$ cat config.mk
export PLATFORM = sky130hd
export DESIGN_NAME = gshare_bpu_flat
export DESIGN_NICKNAME = d
export VERILOG_FILES = /design/src/rtl/gshare_bpu_pkg.sv /design/src/rtl/gshare_bpu_if.sv /design/src/rtl/gshare_bpu_ras.sv /design/src/rtl/gshare_bpu.sv /design/src/flat_wrapper.sv
export SDC_FILE = /design/constraint.sdc
export NUM_CORES = 2
export LEC_CHECK = 0
export BUFFER_PORTS_ARGS = -buffer_cell sky130_fd_sc_hd__buf_4
export CAP_MARGIN = 5
export CORE_ASPECT_RATIO = 1.25
export CORE_MARGIN = 2
export CORE_UTILIZATION = 41
export CTS_BUF_LIST = sky130_fd_sc_hd__clkbuf_4 sky130_fd_sc_hd__clkbuf_8
export CTS_CLUSTER_DIAMETER = 60
export DETAILED_ROUTE_END_ITERATION = 16
export HOLD_SLACK_MARGIN = 0.05
export SYNTH_ARGS = -nofsm -noshare
export SYNTH_HDL_FRONTEND = slang
export SYNTH_HIERARCHICAL = 1
export SYNTH_SLANG_ARGS = --single-unit
$ cat constraint.sdc
create_clock -name clk -period 78.8 [get_ports clk]
set_input_delay 3.94 -clock clk [delete_from_list [all_inputs] [get_ports clk]]
set_output_delay 3.94 -clock clk [all_outputs]
set_load 0.01 [all_outputs]
$ cat src/rtl/gshare_bpu_pkg.sv
// Shared definitions for the gshare branch prediction unit: 2-bit counter
// encodings, saturating counter update and the init/run state type.
package bpu_pkg;

  localparam logic [1:0] SNT = 2'b00;
  localparam logic [1:0] WNT = 2'b01;
  localparam logic [1:0] WT  = 2'b10;
  localparam logic [1:0] ST  = 2'b11;

  typedef enum logic {
    INIT = 1'b0,
    RUN  = 1'b1
  } bpu_state_e;

  function automatic logic [1:0] sat_update(input logic [1:0] ctr, input logic taken);
    if (taken) return (ctr == ST) ? ST : ctr + 2'd1;
    return (ctr == SNT) ? SNT : ctr - 2'd1;
  endfunction

endpackage

$ cat src/rtl/gshare_bpu_if.sv
// Decode-lookup and execute-update bundle between the core pipeline and the BPU.
// Lookup outputs are combinational; no backpressure, every update is accepted.
interface gshare_bpu_if #(
  parameter int HIST_BITS     = 14,
  parameter int BHT_ADDR_BITS = 10,
  parameter int RAS_PTR_BITS  = 2
);

  logic                     pred_valid;
  logic [31:0]              pred_pc;
  logic                     pred_is_branch;
  logic                     pred_is_call;
  logic                     pred_is_ret;
  logic                     pred_taken;
  logic [BHT_ADDR_BITS-1:0] pred_index;
  logic [HIST_BITS-1:0]     pred_ghr;
  logic [RAS_PTR_BITS-1:0]  pred_ras_ptr;
  logic [RAS_PTR_BITS:0]    pred_ras_cnt;
  logic [31:0]              ras_target;
  logic                     ras_target_valid;

  logic                     upd_valid;
  logic                     upd_is_branch;
  logic                     upd_taken;
  logic [BHT_ADDR_BITS-1:0] upd_index;
  logic                     upd_mispredict;
  logic [HIST_BITS-1:0]     upd_ghr;
  logic [RAS_PTR_BITS-1:0]  upd_ras_ptr;
  logic [RAS_PTR_BITS:0]    upd_ras_cnt;
  logic [31:0]              ret_addr;

  modport master (
    output pred_valid, pred_pc, pred_is_branch, pred_is_call, pred_is_ret,
    output upd_valid, upd_is_branch, upd_taken, upd_index, upd_mispredict,
    output upd_ghr, upd_ras_ptr, upd_ras_cnt, ret_addr,
    input  pred_taken, pred_index, pred_ghr, pred_ras_ptr, pred_ras_cnt,
    input  ras_target, ras_target_valid
  );

  modport slave (
    input  pred_valid, pred_pc, pred_is_branch, pred_is_call, pred_is_ret,
    input  upd_valid, upd_is_branch, upd_taken, upd_index, upd_mispredict,
    input  upd_ghr, upd_ras_ptr, upd_ras_cnt, ret_addr,
    output pred_taken, pred_index, pred_ghr, pred_ras_ptr, pred_ras_cnt,
    output ras_target, ras_target_valid
  );

endinterface

$ cat src/rtl/gshare_bpu_ras.sv
// Circular return-address stack with pointer/occupancy checkpoint restore.
// Top-of-stack read is combinational; push/pop commit next edge, no backpressure.
module bpu_ras
  import bpu_pkg::*;
#(
  parameter int RAS_DEPTH    = 4,
  parameter int RAS_PTR_BITS = $clog2(RAS_DEPTH)
) (
  input  logic                    clk,
  input  logic                    resetn,
  input  logic                    en,
  input  logic                    push,
  input  logic                    pop,
  input  logic [31:0]             push_addr,
  input  logic                    restore,
  input  logic [RAS_PTR_BITS-1:0] restore_ptr,
  input  logic [RAS_PTR_BITS:0]   restore_cnt,
  output logic [RAS_PTR_BITS-1:0] ptr,
  output logic [RAS_PTR_BITS:0]   cnt,
  output logic [31:0]             top,
  output logic                    top_valid
);

  localparam logic [RAS_PTR_BITS-1:0] PTR_ONE   = RAS_PTR_BITS'(1);
  localparam logic [RAS_PTR_BITS:0]   CNT_ONE   = (RAS_PTR_BITS+1)'(1);
  localparam logic [RAS_PTR_BITS:0]   CNT_FULL  = (RAS_PTR_BITS+1)'(RAS_DEPTH);

  logic [31:0]             stack [RAS_DEPTH];
  logic [RAS_PTR_BITS-1:0] top_idx, wr_idx;
  logic                    pop_ok, wr_en;

  assign top_idx   = ptr - PTR_ONE;
  assign top       = stack[top_idx];
  assign top_valid = (cnt != '0);
  assign pop_ok    = pop & top_valid;
  assign wr_en     = en & ~restore & push;
  // call+ret on a non-empty stack replaces the top entry in place
  assign wr_idx    = pop_ok ? top_idx : ptr;

  always_ff @(posedge clk) begin
    if (wr_en) stack[wr_idx] <= push_addr;
  end

  always_ff @(posedge clk or negedge resetn) begin
    if (!resetn) begin
      ptr <= '0;
      cnt <= '0;
    end else if (en) begin
      if (restore) begin
        ptr <= restore_ptr;
        cnt <= restore_cnt;
      end else if (push && !pop_ok) begin
        ptr <= ptr + PTR_ONE;
        if (cnt != CNT_FULL) cnt <= cnt + CNT_ONE;
      end else if (pop_ok && !push) begin
        ptr <= top_idx;
        cnt <= cnt - CNT_ONE;
      end
    end
  end

endmodule

$ cat src/rtl/gshare_bpu.sv
// Gshare direction predictor with speculative GHR, checkpoint repair and a RAS.
// Lookup is zero-latency combinational; updates commit next edge, no backpressure.
module gshare_bpu
  import bpu_pkg::*;
#(
  parameter int HIST_BITS     = 14,
  parameter int BHT_ADDR_BITS = 10,
  parameter int RAS_DEPTH     = 4,
  parameter int RAS_PTR_BITS  = $clog2(RAS_DEPTH)
) (
  input  logic        clk,
  input  logic        resetn,
  output logic        init_done,
  gshare_bpu_if.slave bus
);

  localparam int BHT_ENTRIES = 1 << BHT_ADDR_BITS;
  localparam int FOLD_BITS   = (HIST_BITS >= BHT_ADDR_BITS) ? BHT_ADDR_BITS : HIST_BITS;

  bpu_state_e               state;
  logic [BHT_ADDR_BITS-1:0] sweep_cnt, pidx, ghr_fold;
  logic [HIST_BITS-1:0]     ghr;
  logic [1:0]               bht [BHT_ENTRIES];
  logic                     run, train, repair, spec_shift, ras_top_valid, unused_pc;

  assign run        = (state == RUN);
  assign ghr_fold   = BHT_ADDR_BITS'(ghr[FOLD_BITS-1:0]);
  assign pidx       = bus.pred_pc[BHT_ADDR_BITS+1:2] ^ ghr_fold;
  assign unused_pc  = ^{bus.pred_pc[31:BHT_ADDR_BITS+2], bus.pred_pc[1:0]};

  assign bus.pred_index       = pidx;
  assign bus.pred_taken       = run & bht[pidx][1] & bus.pred_is_branch;
  assign bus.pred_ghr         = ghr;
  assign bus.ras_target_valid = run & bus.pred_is_ret & ras_top_valid;

  assign train      = run & bus.upd_valid & bus.upd_is_branch;
  assign repair     = run & bus.upd_valid & bus.upd_mispredict;
  assign spec_shift = run & bus.pred_valid & bus.pred_is_branch & ~bus.upd_mispredict;

  // Single write port: the init sweep owns it until RUN, then training does
  always_ff @(posedge clk) begin
    if (!run) bht[sweep_cnt] <= WNT;
    else if (train) bht[bus.upd_index] <= sat_update(bht[bus.upd_index], bus.upd_taken);
  end

  always_ff @(posedge clk or negedge resetn) begin
    if (!resetn) begin
      state     <= INIT;
      sweep_cnt <= '0;
      init_done <= 1'b0;
    end else begin
      init_done <= run;
      if (!run) begin
        sweep_cnt <= sweep_cnt + BHT_ADDR_BITS'(1);
        if (&sweep_cnt) state <= RUN;
      end
    end
  end

  always_ff @(posedge clk or negedge resetn) begin
    if (!resetn) begin
      ghr <= '0;
    end else if (repair) begin
      ghr <= bus.upd_is_branch ? {bus.upd_ghr[HIST_BITS-2:0], bus.upd_taken} : bus.upd_ghr;
    end else if (spec_shift) begin
      ghr <= {ghr[HIST_BITS-2:0], bus.pred_taken};
    end
  end

  bpu_ras #(
    .RAS_DEPTH    (RAS_DEPTH),
    .RAS_PTR_BITS (RAS_PTR_BITS)
  ) u_ras (
    .clk         (clk),
    .resetn      (resetn),
    .en          (run),
    .push        (bus.pred_valid & bus.pred_is_call),
    .pop         (bus.pred_valid & bus.pred_is_ret),
    .push_addr   (bus.ret_addr),
    .restore     (repair),
    .restore_ptr (bus.upd_ras_ptr),
    .restore_cnt (bus.upd_ras_cnt),
    .ptr         (bus.pred_ras_ptr),
    .cnt         (bus.pred_ras_cnt),
    .top         (bus.ras_target),
    .top_valid   (ras_top_valid)
  );

endmodule
$ cat src/flat_wrapper.sv
// flat-port wrapper written by rule: the top's interface ports become plain ports
module gshare_bpu_flat import bpu_pkg::*;
#(
  parameter int HIST_BITS     = 14,
  parameter int BHT_ADDR_BITS = 10,
  parameter int RAS_DEPTH     = 4,
  parameter int RAS_PTR_BITS  = $clog2(RAS_DEPTH)
)
  (clk, resetn, init_done, bus_pred_valid, bus_pred_pc, bus_pred_is_branch, bus_pred_is_call, bus_pred_is_ret, bus_upd_valid, bus_upd_is_branch, bus_upd_taken, bus_upd_index, bus_upd_mispredict, bus_upd_ghr, bus_upd_ras_ptr, bus_upd_ras_cnt, bus_ret_addr, bus_pred_taken, bus_pred_index, bus_pred_ghr, bus_pred_ras_ptr, bus_pred_ras_cnt, bus_ras_target, bus_ras_target_valid);
  gshare_bpu_if #(.HIST_BITS(HIST_BITS), .BHT_ADDR_BITS(BHT_ADDR_BITS), .RAS_PTR_BITS(RAS_PTR_BITS)) bus_i ();
  input  logic clk;
  input  logic resetn;
  output logic init_done;
  input wire logic [$bits(bus_i.pred_valid)-1:0] bus_pred_valid;
  input wire logic [$bits(bus_i.pred_pc)-1:0] bus_pred_pc;
  input wire logic [$bits(bus_i.pred_is_branch)-1:0] bus_pred_is_branch;
  input wire logic [$bits(bus_i.pred_is_call)-1:0] bus_pred_is_call;
  input wire logic [$bits(bus_i.pred_is_ret)-1:0] bus_pred_is_ret;
  input wire logic [$bits(bus_i.upd_valid)-1:0] bus_upd_valid;
  input wire logic [$bits(bus_i.upd_is_branch)-1:0] bus_upd_is_branch;
  input wire logic [$bits(bus_i.upd_taken)-1:0] bus_upd_taken;
  input wire logic [$bits(bus_i.upd_index)-1:0] bus_upd_index;
  input wire logic [$bits(bus_i.upd_mispredict)-1:0] bus_upd_mispredict;
  input wire logic [$bits(bus_i.upd_ghr)-1:0] bus_upd_ghr;
  input wire logic [$bits(bus_i.upd_ras_ptr)-1:0] bus_upd_ras_ptr;
  input wire logic [$bits(bus_i.upd_ras_cnt)-1:0] bus_upd_ras_cnt;
  input wire logic [$bits(bus_i.ret_addr)-1:0] bus_ret_addr;
  output wire logic [$bits(bus_i.pred_taken)-1:0] bus_pred_taken;
  output wire logic [$bits(bus_i.pred_index)-1:0] bus_pred_index;
  output wire logic [$bits(bus_i.pred_ghr)-1:0] bus_pred_ghr;
  output wire logic [$bits(bus_i.pred_ras_ptr)-1:0] bus_pred_ras_ptr;
  output wire logic [$bits(bus_i.pred_ras_cnt)-1:0] bus_pred_ras_cnt;
  output wire logic [$bits(bus_i.ras_target)-1:0] bus_ras_target;
  output wire logic [$bits(bus_i.ras_target_valid)-1:0] bus_ras_target_valid;
  assign bus_i.pred_valid = bus_pred_valid;
  assign bus_i.pred_pc = bus_pred_pc;
  assign bus_i.pred_is_branch = bus_pred_is_branch;
  assign bus_i.pred_is_call = bus_pred_is_call;
  assign bus_i.pred_is_ret = bus_pred_is_ret;
  assign bus_i.upd_valid = bus_upd_valid;
  assign bus_i.upd_is_branch = bus_upd_is_branch;
  assign bus_i.upd_taken = bus_upd_taken;
  assign bus_i.upd_index = bus_upd_index;
  assign bus_i.upd_mispredict = bus_upd_mispredict;
  assign bus_i.upd_ghr = bus_upd_ghr;
  assign bus_i.upd_ras_ptr = bus_upd_ras_ptr;
  assign bus_i.upd_ras_cnt = bus_upd_ras_cnt;
  assign bus_i.ret_addr = bus_ret_addr;
  assign bus_pred_taken = bus_i.pred_taken;
  assign bus_pred_index = bus_i.pred_index;
  assign bus_pred_ghr = bus_i.pred_ghr;
  assign bus_pred_ras_ptr = bus_i.pred_ras_ptr;
  assign bus_pred_ras_cnt = bus_i.pred_ras_cnt;
  assign bus_ras_target = bus_i.ras_target;
  assign bus_ras_target_valid = bus_i.ras_target_valid;
  gshare_bpu #(.HIST_BITS(HIST_BITS), .BHT_ADDR_BITS(BHT_ADDR_BITS), .RAS_DEPTH(RAS_DEPTH), .RAS_PTR_BITS(RAS_PTR_BITS)) u_core (.clk(clk), .resetn(resetn), .init_done(init_done), .bus(bus_i));
endmodule
==> flow_metrics.py <==
metrics = {
    "outcome": {
        "status": "finished with violations",
        "violations": "capacitance limit, slew limit",
    },
    "setup_path": {
        "r2r_cells": 14,
        "path_cells": "buf_8 -> buf_4 -> buf_4 -> buf_4 -> buf_12 -> mux2i_1 -> o21ai_0 -> o21ai_0 -> a211oi_1 -> nor4_1 -> nor3_1 -> nor3_1 -> o32ai_1 -> o21ai_0 -> a21oi_4 -> buf_12 -> buf_12 -> buf_4 -> buf_4",
        "cp_max_fo": 251,
        "max_stage_delay_ps": 1100,
        "r2r-end": "u_core/bht[505][1]",
        "cp_top_family": "buffers and inverters",
        "crit_slowest_cell": "nor3_1",
        "cp.arrival_ps": 14900,
        "critical_path_buf_inv_count": 9,
        "cp.depth": 19,
        "cp-end-kind": "flip-flop",
        "r2r-start": "u_core/bht[971][0]",
        "reg2reg_slack_ps": 70760,
        "required_ps": 79370,
        "setup.worst_path.class": "input pin to flip-flop",
        "setup.worst_path.start_class": "input pin",
        "crit_path_frequent_cell": "buf_4",
    },
    "global_routing": {
        "grt-ovfl-total": 0,
        "grtUsageMet1": 0.325,
        "gr-usage-met3": 0.0570,
        "grt_pass1_vias": 61400,
        "met2_usage": 0.439,
        "grt_pass1_wl_um": 464000,
        "track_usage": 0.268,
        "antenna_found_initial": 20,
        "top_usage_layer": "met2",
        "grt_start_max_net_pins": 289,
    },
    "yosys": {
        "seq_area_frac_synth": 0.669,
        "synth_compound_area_frac": 0.0435,
        "yosysTopAreaCell": "edfxtp_1",
        "synth_top_area_frac": 0.662,
        "ys.flop_type": "edfxtp_1",
        "ys_seq_elements": 2207,
        "ys.warnings.count": 6,
        "synthSimpleGateAreaFrac": 0.0663,
        "synth_fp_nets": 6029,
        "synth-edff-count": 2176,
        "netlist_area_mm2": 0.0988,
        "synth.area.top_cells": "edfxtp_1, mux4_2, nor2_1",
        "async_reset_ff_frac": 0.0140,
        "synth-xor-area-share": 0.00228,
        "synth_mux_area_frac": 0.189,
        "syn_inst": 5924,
        "avgSynthCellArea_um2": 16.7,
        "synth_top_family_by_area": "multiplexers",
        "synthAdderAreaFrac": 0.000253,
        "synth_cell_types": 87,
    },
    "routing": {
        "drt_first_pass_iters": 9,
        "wirelength_um": 335000,
        "vias": 60800,
        "drc": 0,
        "vias_per_cell": 6.39,
        "drt-initial-drc-count": 8233,
        "ant_nets": 0,
        "wire_per_inst_um": 35.2,
    },
    "timing": {
        "tightest_slew_ps": 1500,
        "fin_ws_ps": 64480,
        "fin_crit_ps": 14320,
        "clock_skew_ps": 83.8,
        "max_slew_margin": -0.00427,
        "setup-violations-final": 0,
        "hold_ws_ps": 528,
        "report.final.slew_viol_count": 5,
        "grt_setup_unrepaired": "no",
        "hold_viol_final": 0,
        "period_share": 0.182,
        "setup_tns_ps": 0,
        "max_clock_freq_ghz": 0.0698,
    },
    "layout": {
        "drive_gt1_frac": 0.263,
        "final_cell_mix": "edfxtp_1, nor2_1, mux4_2",
        "final_common_cell": "edfxtp_1",
        "final_nets": 6186,
        "regArea_mm2": 0.0661,
        "n_fill_cell": 20700,
        "multi_input_area_mm2": 0.0301,
        "syn_to_final_growth_pct": 10.7,
    },
    "min_path": {
        "hold_class": "flip-flop to flip-flop",
        "worstHoldEndpoint": "u_core/sweep_cnt[2]",
        "min_path_cells": 1,
        "min_from": "u_core/sweep_cnt[2]",
    },
    "clock_network": {
        "path_clk_slew_ps": 60,
        "numCtsBuffers": 340,
        "cts.repair.resized": 0,
        "cts_root_buf": "clkbuf_8",
        "clock_latency_ps": 1000,
        "cts_buffer_depth": 4,
        "cts_sinks": 2207,
        "holdBufCountCts": 0,
        "cts_tree": "done",
        "h-tree-depth": 5,
        "cts_setup_buffers": 0,
    },
    "floorplan": {
        "dieHeight_um": 553,
        "dieWidth_um": 443,
        "row_count": 201,
        "ios": 167,
        "core_mm2": 0.240,
        "die-area_mm2": 0.245,
        "start_util": 0.412,
    },
    "pwr": {
        "p_per_area_mw_per_mm2": 21.3,
        "p_int_uw": 1800,
        "power.switching_uw": 537,
        "swShare": 0.230,
        "pwr-share-clk": 0.409,
        "ir_drop_mv": 0.0135,
        "pwr-share-seq": 0.544,
        "p_leak_uw": 0.0333,
        "p_comb_frac": 0.047,
    },
    "placed_design": {
        "gp_congestion": 0.893,
        "port_buffers": 144,
        "place_hpwl_um": 196000,
        "place_ws_ps": 63670,
    },
    "run": {
        "drv_cap": 1,
    },
}
[how the worst max path moves through the flow]
stage | from | to | slack, ps
after floorplan | bus_upd_index[2] | u_core/bht[0][1] | 39660
after global placement | bus_upd_index[0] | u_core/bht[502][1] | 63880
after detailed placement | bus_upd_index[0] | u_core/bht[505][1] | 63670
after CTS | bus_pred_pc[2] | bus_pred_taken | 64610
after global routing | bus_upd_index[0] | u_core/bht[505][1] | 63830
final | bus_upd_index[0] | u_core/bht[505][1] | 64480
[power by group through the flow]
stage | Sequential [uW] | Clock (uW) | Combinational, uW
final | 1270 | 954 | 110
after CTS | 1270 | 965 | 107
after global placement | 1300 | 0 | 107
after floorplan | 1300 | 0 | 61.4
after global routing | 1270 | 1010 | 111
after detailed placement | 1300 | 0 | 107
[cell usage after synthesis, drive strengths merged (6+ instances only)]
library cell,n
mux2i,208
nand2,196
inv,28
and2,16
mux2,31
a21oi,88
nand3,64
dfrtp,31
a311oi,9
nand4,20
or3,10
nor4,17
a221o,12
mux4,720
a22o,27
xnor2,17
a32oi,6
a22oi,97
or2,10
o22ai,89
edfxtp,2176
o211ai,14
a211oi,19
nor2b,25
nand2b,22
xor2,7
o32ai,6
o21ai,67
o221ai,54
nor2,1145
nor3,47
buf,222
a31oi,23
clkbuf,278
a221oi,37
a2111oi,9
and3,11
o31ai,6
[metrics by stage]
step / util / total power [uW] / instance area (um^2) / std cells
final: 0.456 / 2330 / 109000 / 9510
after global routing: 0.456 / 2390 / 109000 / 9497
after CTS: 0.456 / 2340 / 109000 / 9493
after detailed placement: 0.429 / 1400 / 103000 / 8884
after global placement: 0.429 / 1400 / 103000 / 8884
after floorplan: - / 1360 / 98800 / 5924
[layer usage]
metal	share of wire	wire (um)
met1	0.35	116000
met2	0.48	161000
met3	0.10	33900
met4	0.071	23900
met5	0.00028	93
[kinds of logic (layout without fill, tap and decap cells)]
group	Yosys count	in the layout
AOI/OAI and AO/OA	602	602
xor gates and xnor gates	24	24
adders and majority gates	2	2
buffers and inverters	531	955
DFF	2207	2207
muxes	959	959
other	0	16
and+or+nand+nor	1599	1599
[flip-flops by register name, summed over array words and instances, names as in the netlist]
signal	count
u_core/bht	2048
u_core/bus.pred_ghr	14
u_core/init_done	1
u_core/run	1
u_core/sweep_cnt	10
u_core/u_ras/cnt	3
u_core/u_ras/ptr	2
u_core/u_ras/stack	128
[layout make-up]
type | count | share of cell area
Clock inverter | 148 | 0.00810
Sequential cell | 2207 | 0.605
Clock buffer | 461 | 0.0519
Antenna cell | 16 | 0.000366
Timing Repair Buffer | 315 | 0.0229
Inverter | 31 | 0.00116
Multi-Input combinational cell | 3186 | 0.275
Tap cell | 3146 | 0.0360
Power figures use the tool's default switching activity.
